`src/rtl/pipeline_stall_controller.sv`:
```
// rtl/pipeline_stall_controller.sv - pipeline stall/flush/halt controller with performance counters
module pipeline_stall_controller #(
    parameter int DRAIN_CYCLES = 3,
    parameter int CNT_W        = 32
) (
    input  logic             clk,
    input  logic             reset,
    input  logic             hazard_stall,
    input  logic             mispredict,
    input  logic             mem_busy,
    input  logic             halt_req,
    output logic             pc_write,
    output logic             if_id_write,
    output logic             if_id_flush,
    output logic             id_ex_flush,
    output logic             ex_mem_write,
    output logic             mem_wb_write,
    output logic             halted,
    output logic [CNT_W-1:0] stall_cycles,
    output logic [CNT_W-1:0] flush_count
);

    localparam int DCW = (DRAIN_CYCLES < 1) ? 1 : $clog2(DRAIN_CYCLES + 1);

    typedef enum logic [1:0] {
        RUN    = 2'd0,
        DRAIN  = 2'd1,
        HALTED = 2'd2
    } state_t;

    state_t         state, state_next;
    logic [DCW-1:0] drain_cnt, drain_cnt_next;
    logic           stall_inc, flush_inc;

    always_comb begin
        state_next     = state;
        drain_cnt_next = drain_cnt;
        pc_write       = 1'b0;
        if_id_write    = 1'b0;
        if_id_flush    = 1'b0;
        id_ex_flush    = 1'b0;
        ex_mem_write   = 1'b0;
        mem_wb_write   = 1'b0;
        stall_inc      = 1'b0;
        flush_inc      = 1'b0;

        if (reset) begin
            // Bubbles into the front of the pipe while reset is held.
            if_id_flush    = 1'b1;
            id_ex_flush    = 1'b1;
            state_next     = RUN;
            drain_cnt_next = '0;
        end else begin
            case (state)
                RUN: begin
                    if (mem_busy) begin
                        stall_inc = 1'b1;
                    end else if (halt_req) begin
                        // Older instructions keep retiring; younger ones are squashed.
                        if_id_write    = 1'b1;
                        if_id_flush    = 1'b1;
                        id_ex_flush    = 1'b1;
                        ex_mem_write   = 1'b1;
                        mem_wb_write   = 1'b1;
                        stall_inc      = 1'b1;
                        drain_cnt_next = DCW'(DRAIN_CYCLES);
                        state_next     = DRAIN;
                    end else if (mispredict) begin
                        pc_write     = 1'b1;
                        if_id_write  = 1'b1;
                        if_id_flush  = 1'b1;
                        id_ex_flush  = 1'b1;
                        ex_mem_write = 1'b1;
                        mem_wb_write = 1'b1;
                        flush_inc    = 1'b1;
                    end else if (hazard_stall) begin
                        id_ex_flush  = 1'b1;
                        ex_mem_write = 1'b1;
                        mem_wb_write = 1'b1;
                        stall_inc    = 1'b1;
                    end else begin
                        pc_write     = 1'b1;
                        if_id_write  = 1'b1;
                        ex_mem_write = 1'b1;
                        mem_wb_write = 1'b1;
                    end
                end
                DRAIN: begin
                    if_id_flush = 1'b1;
                    id_ex_flush = 1'b1;
                    if (!mem_busy) begin
                        ex_mem_write   = 1'b1;
                        mem_wb_write   = 1'b1;
                        drain_cnt_next = drain_cnt - DCW'(1);
                        if (drain_cnt == DCW'(1)) begin
                            state_next = HALTED;
                        end
                    end
                end
                HALTED: begin
                    state_next = HALTED;
                end
                default: begin
                    state_next = RUN;
                end
            endcase
        end
    end

    always_ff @(posedge clk) begin
        if (reset) begin
            state        <= RUN;
            drain_cnt    <= '0;
            halted       <= 1'b0;
            stall_cycles <= '0;
            flush_count  <= '0;
        end else begin
            state     <= state_next;
            drain_cnt <= drain_cnt_next;
            halted    <= (state_next == HALTED);
            if (stall_inc && (stall_cycles != {CNT_W{1'b1}})) begin
                stall_cycles <= stall_cycles + CNT_W'(1);
            end
            if (flush_inc && (flush_count != {CNT_W{1'b1}})) begin
                flush_count <= flush_count + CNT_W'(1);
            end
        end
    end

endmodule

```
`config.mk`:
```
export PLATFORM = sky130hd
export DESIGN_NAME = pipeline_stall_controller
export DESIGN_NICKNAME = d
export VERILOG_FILES = /design/src/rtl/pipeline_stall_controller.sv
export SDC_FILE = /design/constraint.sdc
export NUM_CORES = 1
export LEC_CHECK = 0
export CORE_MARGIN = 2
export CORE_UTILIZATION = 47
export CTS_BUF_LIST = sky130_fd_sc_hd__clkbuf_4
export DETAILED_ROUTE_END_ITERATION = 8
export GPL_TIMING_DRIVEN = 0
export PLACE_DENSITY = 0.79
export SLEW_MARGIN = 25
export SYNTH_ARGS = -nofsm -noshare
export SYNTH_HDL_FRONTEND = slang
export SYNTH_SLANG_ARGS = --single-unit
```
`constraint.sdc`:
```
create_clock -name clk -period 2.1 [get_ports clk]
set_input_delay 0.315 -clock clk [delete_from_list [all_inputs] [get_ports clk]]
set_output_delay 0.315 -clock clk [all_outputs]
set_load 0.02 [all_outputs]
```
# After elaboration in Yosys (flattened, before gate mapping)

Cells that the tools add are included.

Bits in read-only memories: 0
Output and inout port bits: 71
Bits in registers: 69
Input port bits: 6
RAM bits: 0
Memories: 0
Bits in latches: 0

Reduce and logical (&&, ||, !) cells: 6
$mul: 0
Muxes and demuxes: 43
Eq/ne operators: 9
Shifts and indexed selects: 0
Bitwise logic cells: 0
Divide/modulo/power cells: 0
$add $sub $neg: 3
$lt $le $gt $ge: 0

Operators by type and width:

| cell                  | count |
|---|---|
| $add 32x1->32 const B | 2 |
| $ne 32x32->1 const B  | 2 |
| $mux 1                | 31 |
| $mux 2                | 8 |
| $ne 2x2->1 const B    | 3 |
| $pmux 2 s3            | 1 |
| $eq 2x1->1 const B    | 2 |
| $eq 2x2->1 const B    | 2 |
| $pmux 1 s2            | 2 |
| $pmux 2 s2            | 1 |
| $reduce_and 4->1      | 1 |
| $logic_and 1x1->1     | 2 |
| $logic_not 2->1       | 1 |
| $reduce_bool 2->1     | 1 |
| $reduce_or 2->1       | 1 |
| $sub 2x1->2 const B   | 1 |

# Depth between registers and ports, before layout

Depth after elaboration: 7
Depth in mapped cells: 8

# Worst setup path before layout

Ideal clock, no wire load.

Kind: input to register
Start: input port mem_busy
End: register flush_count[23]
Stages on the path: 7
Arrival: 2.122 ns
Buffers on the path: 2
Required time: 1.979 ns
Library setup time: 0.121 ns
Path slack: -0.142 ns
Path through: clkbuf_1 or4_4 nor3b_4 o31ai_1 clkbuf_1 nor4_1 mux2_2

Longest elaborated chain between the ends: 4

RTL lines:

| element              | RTL line | RTL |
|---|---|---|
| start, declared      | 10       | `input logic mem_busy,` |
| $mux 1               | 56       | `if (mem_busy) begin` |
| $mux 1               | 54       | `case (state)` |
| $mux 1               | 47       | `if (reset) begin` |
| $logic_and 1x1->1    | 124      | `if (flush_inc && (flush_count != {CNT_W{1'b1}})) begin` |
| end signal, assigned | 125      | `flush_count <= flush_count + CNT_W'(1);` |
| end, declared        | 20       | `output logic [CNT_W-1:0] flush_count` |

No other way between the ends.
A chain may end at the register's enable or synchronous reset.

# Worst setup path in the final report

Start: register state[0]
End: register flush_count[25]

Longest elaborated chain between the ends: 4

RTL lines:

| element                | RTL line | RTL |
|---|---|---|
| start, declared        | 31       | `state_t state, state_next;` |
| start signal, assigned | 118      | `state <= state_next;` |
| $logic_not 2->1        | 54       |  |
| $mux 1                 | 54       |  |
| $mux 1                 | 47       |  |
| $logic_and 1x1->1      | 124      |  |

No other way between the ends.

==> results.toml <==
[clock_network]
ctsHoldBuffers = 0
path_clk_slew_ps = 120
clockRootBuffer = "clkbuf_4"
cts_buffers = 9
cts_tree = "built"
insertion_delay_ps = 420
clock-sinks = 69
cts_max_level = 3
clockBufferDepth = 2

[yosys]
syn_area_um2 = 3500
synth_top_family_by_area = "simple AND/OR/NAND/NOR gates"
yosysTopAreaCell = "dfxtp_1"
synth.distinct_cells = 51
yosysSeqAreaShare_pct = 39.5
synth_edf_count = 0
ys.flop_type = "dfxtp_1"
synthArstFlopShare_pct = 0
synth.area.mux_share_pct = 3.36
yosys.area_share.adder_pct = 1.07
yosysWarningCount = 0
synth_simple_gate_area_share_pct = 31.4
ys_ff_latch = 69
syn_area_per_cell_um2 = 8.20
synth_compound_area_share_pct = 18.9
synthXorXnorAreaFrac_pct = 1.75
synth_top_area_share_pct = 39.5
syn_nets = 436
netlist_instances = 427
synth_area_leaders = "dfxtp_1, a21oi_1, nand4_1, nor2_1, or3_1"

[timing]
tightest_slew_ps = 838
fin_crit_sh_pct = 110
grt_setup_unrepaired = "true"
slew_viol_final = 0
timing.final.hold_violations = 0
maxSlewHeadroom_pct = 43.8
finalSetupViolCount = 26
timing.fmax_mhz = 433
period_needed_ps = 2310
skew_ps = 9.92
setup_slack_ps = -212

[worst_setup_path]
timing.rr.end = "flush_count[25]"
critPathKind = "reg2reg"
path_max_fanout = 6
crit_path_top_delay_cell = "or4_1"
start_kind = "flop"
r2r_cells = 6
critPathLaunch = "state[0]"
cpPeakStageDelay_ps = 530
required_ps = 2450
reg2reg_from = "state[0]"
rrSetupSlack_ps = -210
cp-end-kind = "flop"
path_cells = "or4_4 -> nor3b_4 -> o31ai_4 -> buf_6 -> or4_1 -> a21oi_1"
critPathCapture = "flush_count[25]"
critPathArrivalTime_ps = 2660

[final_layout]
fillers = 543
fin_cells = 637
area_delta_synth_final_pct = 52.2
diodes = 0
design_area_um2 = 5330
layout-drive-gt1-share_pct = 34.0
finalNetCount = 542

[routing]
routed_wirelength_um = 11900
viasPerCell = 6.25
wl_per_cell_um = 18.7
ant_nets = 0
top_layer = "met4"
drt_first_pass_iters = 5
drt_iter0_drc = 242
wl_met3_um = 823
drcViolationCount = 0
num_vias = 3983
wl_met1_um = 4720
dr_wl_met2_um = 6110

[place]
place_inst = 600
placed_area_um2 = 4400
place_congestion = 0.827
dpl.hpwl_um = 6840
portBuffers = 74

[power_and_ir_drop]
p_leak_nw = 1.74
power_w = 0.00254
peakVddDrop_uv = 355
power_density_nw_per_um2 = 476

[floorplanning]
core_um2 = 7210
fp.dieArea_um2 = 8150
die_x_um = 90.3
ios = 77
rows = 31
start_util_pct = 48.5
die-height_um = 90.3

[grt]
grt_pass1_vias = 3589
grt_start_max_net_pins = 13
grt_pass1_wl_um = 17000
grtUsageTotal_pct = 25.3
gr-total-overflow = 0
antenna_found_initial = 0

[job]
drv_cap = 0

[worst_hold_path]
worstHoldStart = "reset"
min_path_type = "in2reg"

[outcome]
status = "finished with violations"
violations = "negative setup slack"
## cells by family after synthesis
kind of cell             count (synthesis)
multiplexers                            11
AND/OR/NAND/NOR                        195
flip-flops                              69
buffers and inverters                   34
adder cells (fa/ha/maj)                  3
AO/OA/AOI/OAI                          108
XOR/XNOR                                 7
## critical path: cells and delay by family (launching register included)
family	cells	cell delay [ps]
simple gates	3	1340
flops	1	360
compound gates	2	350
buf+inv	1	170
## layout make-up
type	instances	area [µm²]	share of cell area, %
multi-input combinational	324	2420	45.4
clock inverter	6	87.6	1.64
tap	99	124	2.33
sequential	69	1460	27.5
inverter	12	45.0	0.845
clock buffer	10	75.1	1.41
timing repair buffer	100	975	18.3
buffer	17	140	2.63
## through the flow
step | hold slack [ps] | utilization, % | setup TNS (ps) | setup slack, ps
2_1_floorplan | 454 | - | -97.1 | -58.4
3_3_place_gp | 469 | 61.0 | -11420 | -491
3_5_place_dp | 479 | 61.0 | -14550 | -520
4_1_cts | 264 | 68.5 | -1580 | -153
5_1_grt | 321 | 73.8 | -3710 | -210
6_report | 309 | 73.8 | -2460 | -212
## power by group
| part | switching [W] | internal, W |
|---|---|---|
| clock | 0.000519 | 0.000496 |
| sequential | 0.0000121 | 0.00130 |
| combinational | 0.000124 | 0.0000809 |
| total | 0.000656 | 0.00188 |
## routing by layer
layer  vias up  track usage [%]
met5         -                0
met4         0             10.5
met3        24             3.84
met2       188             44.4
met1      1929             30.8
li1       1842                -
## placed cells by master, fill, tap and decap left out, types with 4 or more instances in the layout
cell type / netlist / final
dfxtp_4: 0 / 13
or3_1: 22 / 18
o31ai_2: 0 / 6
nand3_1: 18 / 17
a21oi_2: 0 / 15
o21ai_0: 24 / 13
dlygate4sd2_1: 0 / 4
nor2b_1: 6 / 5
clkdlybuf4s50_1: 0 / 67
clkbuf_4: 0 / 11
nor4_4: 0 / 4
and2_1: 4 / 4
xnor2_1: 4 / 4
dfxtp_1: 69 / 29
dfxtp_2: 0 / 27
nor3_1: 10 / 4
or3_4: 0 / 4
mux2_4: 0 / 5
buf_4: 1 / 21
nand4_1: 23 / 23
o31ai_1: 16 / 7
buf_6: 1 / 4
inv_1: 11 / 11
mux2i_1: 5 / 4
clkbuf_1: 15 / 4
or4_4: 1 / 7
nor3_4: 0 / 4
or2_2: 6 / 5
nor2_1: 37 / 34
o21ai_1: 0 / 10
nand2_1: 29 / 29
and4_1: 11 / 6
clkbuf_2: 0 / 4
or4_1: 14 / 8
a21oi_1: 44 / 29
## worst min-delay path by stage
stage | endpoint | slack, ps | depth (start not counted)
2_1_floorplan | drain_cnt[0] | 450 | 1
3_3_place_gp | drain_cnt[0] | 470 | 1
3_5_place_dp | flush_count[24] | 480 | 2
4_1_cts | flush_count[21] | 260 | 3
5_1_grt | state[0] | 320 | 4
6_report | flush_count[15] | 310 | 3
## sequential cells by signal (all words and copies together), names as in the netlist
signal        cells
flush_count      32
state             2
drain_cnt         2
stall_cycles     32
halted            1
## synth_stat cells, types with 2 or more instances
cell,n
nand2b_1,2
o21ai_0,24
nand2_1,29
and2_1,4
dfxtp_1,69
xnor2_1,4
or4_1,14
or3_1,22
a2111oi_0,2
nor4_1,4
a31oi_1,2
o41ai_1,5
buf_2,4
and3_1,2
and4_1,11
a211oi_1,2
a31o_2,3
mux2_2,4
nand3_1,18
inv_1,11
or4b_1,2
mux2_1,2
nor2_1,37
a21oi_1,44
or2_2,6
xor2_1,3
clkbuf_1,15
nor2b_1,6
ha_1,3
nand4_1,23
o31ai_1,16
o311ai_0,2
mux2i_1,5
nor3_1,10
## what timing repair did
item	4_1_cts	5_1_grt
resized for setup	91	106
hold endpoints to repair	0	0
setup endpoints to repair	54	65
cloned	4	1
setup buffers	10	11
pin swaps	27	21
No activity file was read; power rests on OpenSTA's default activity.
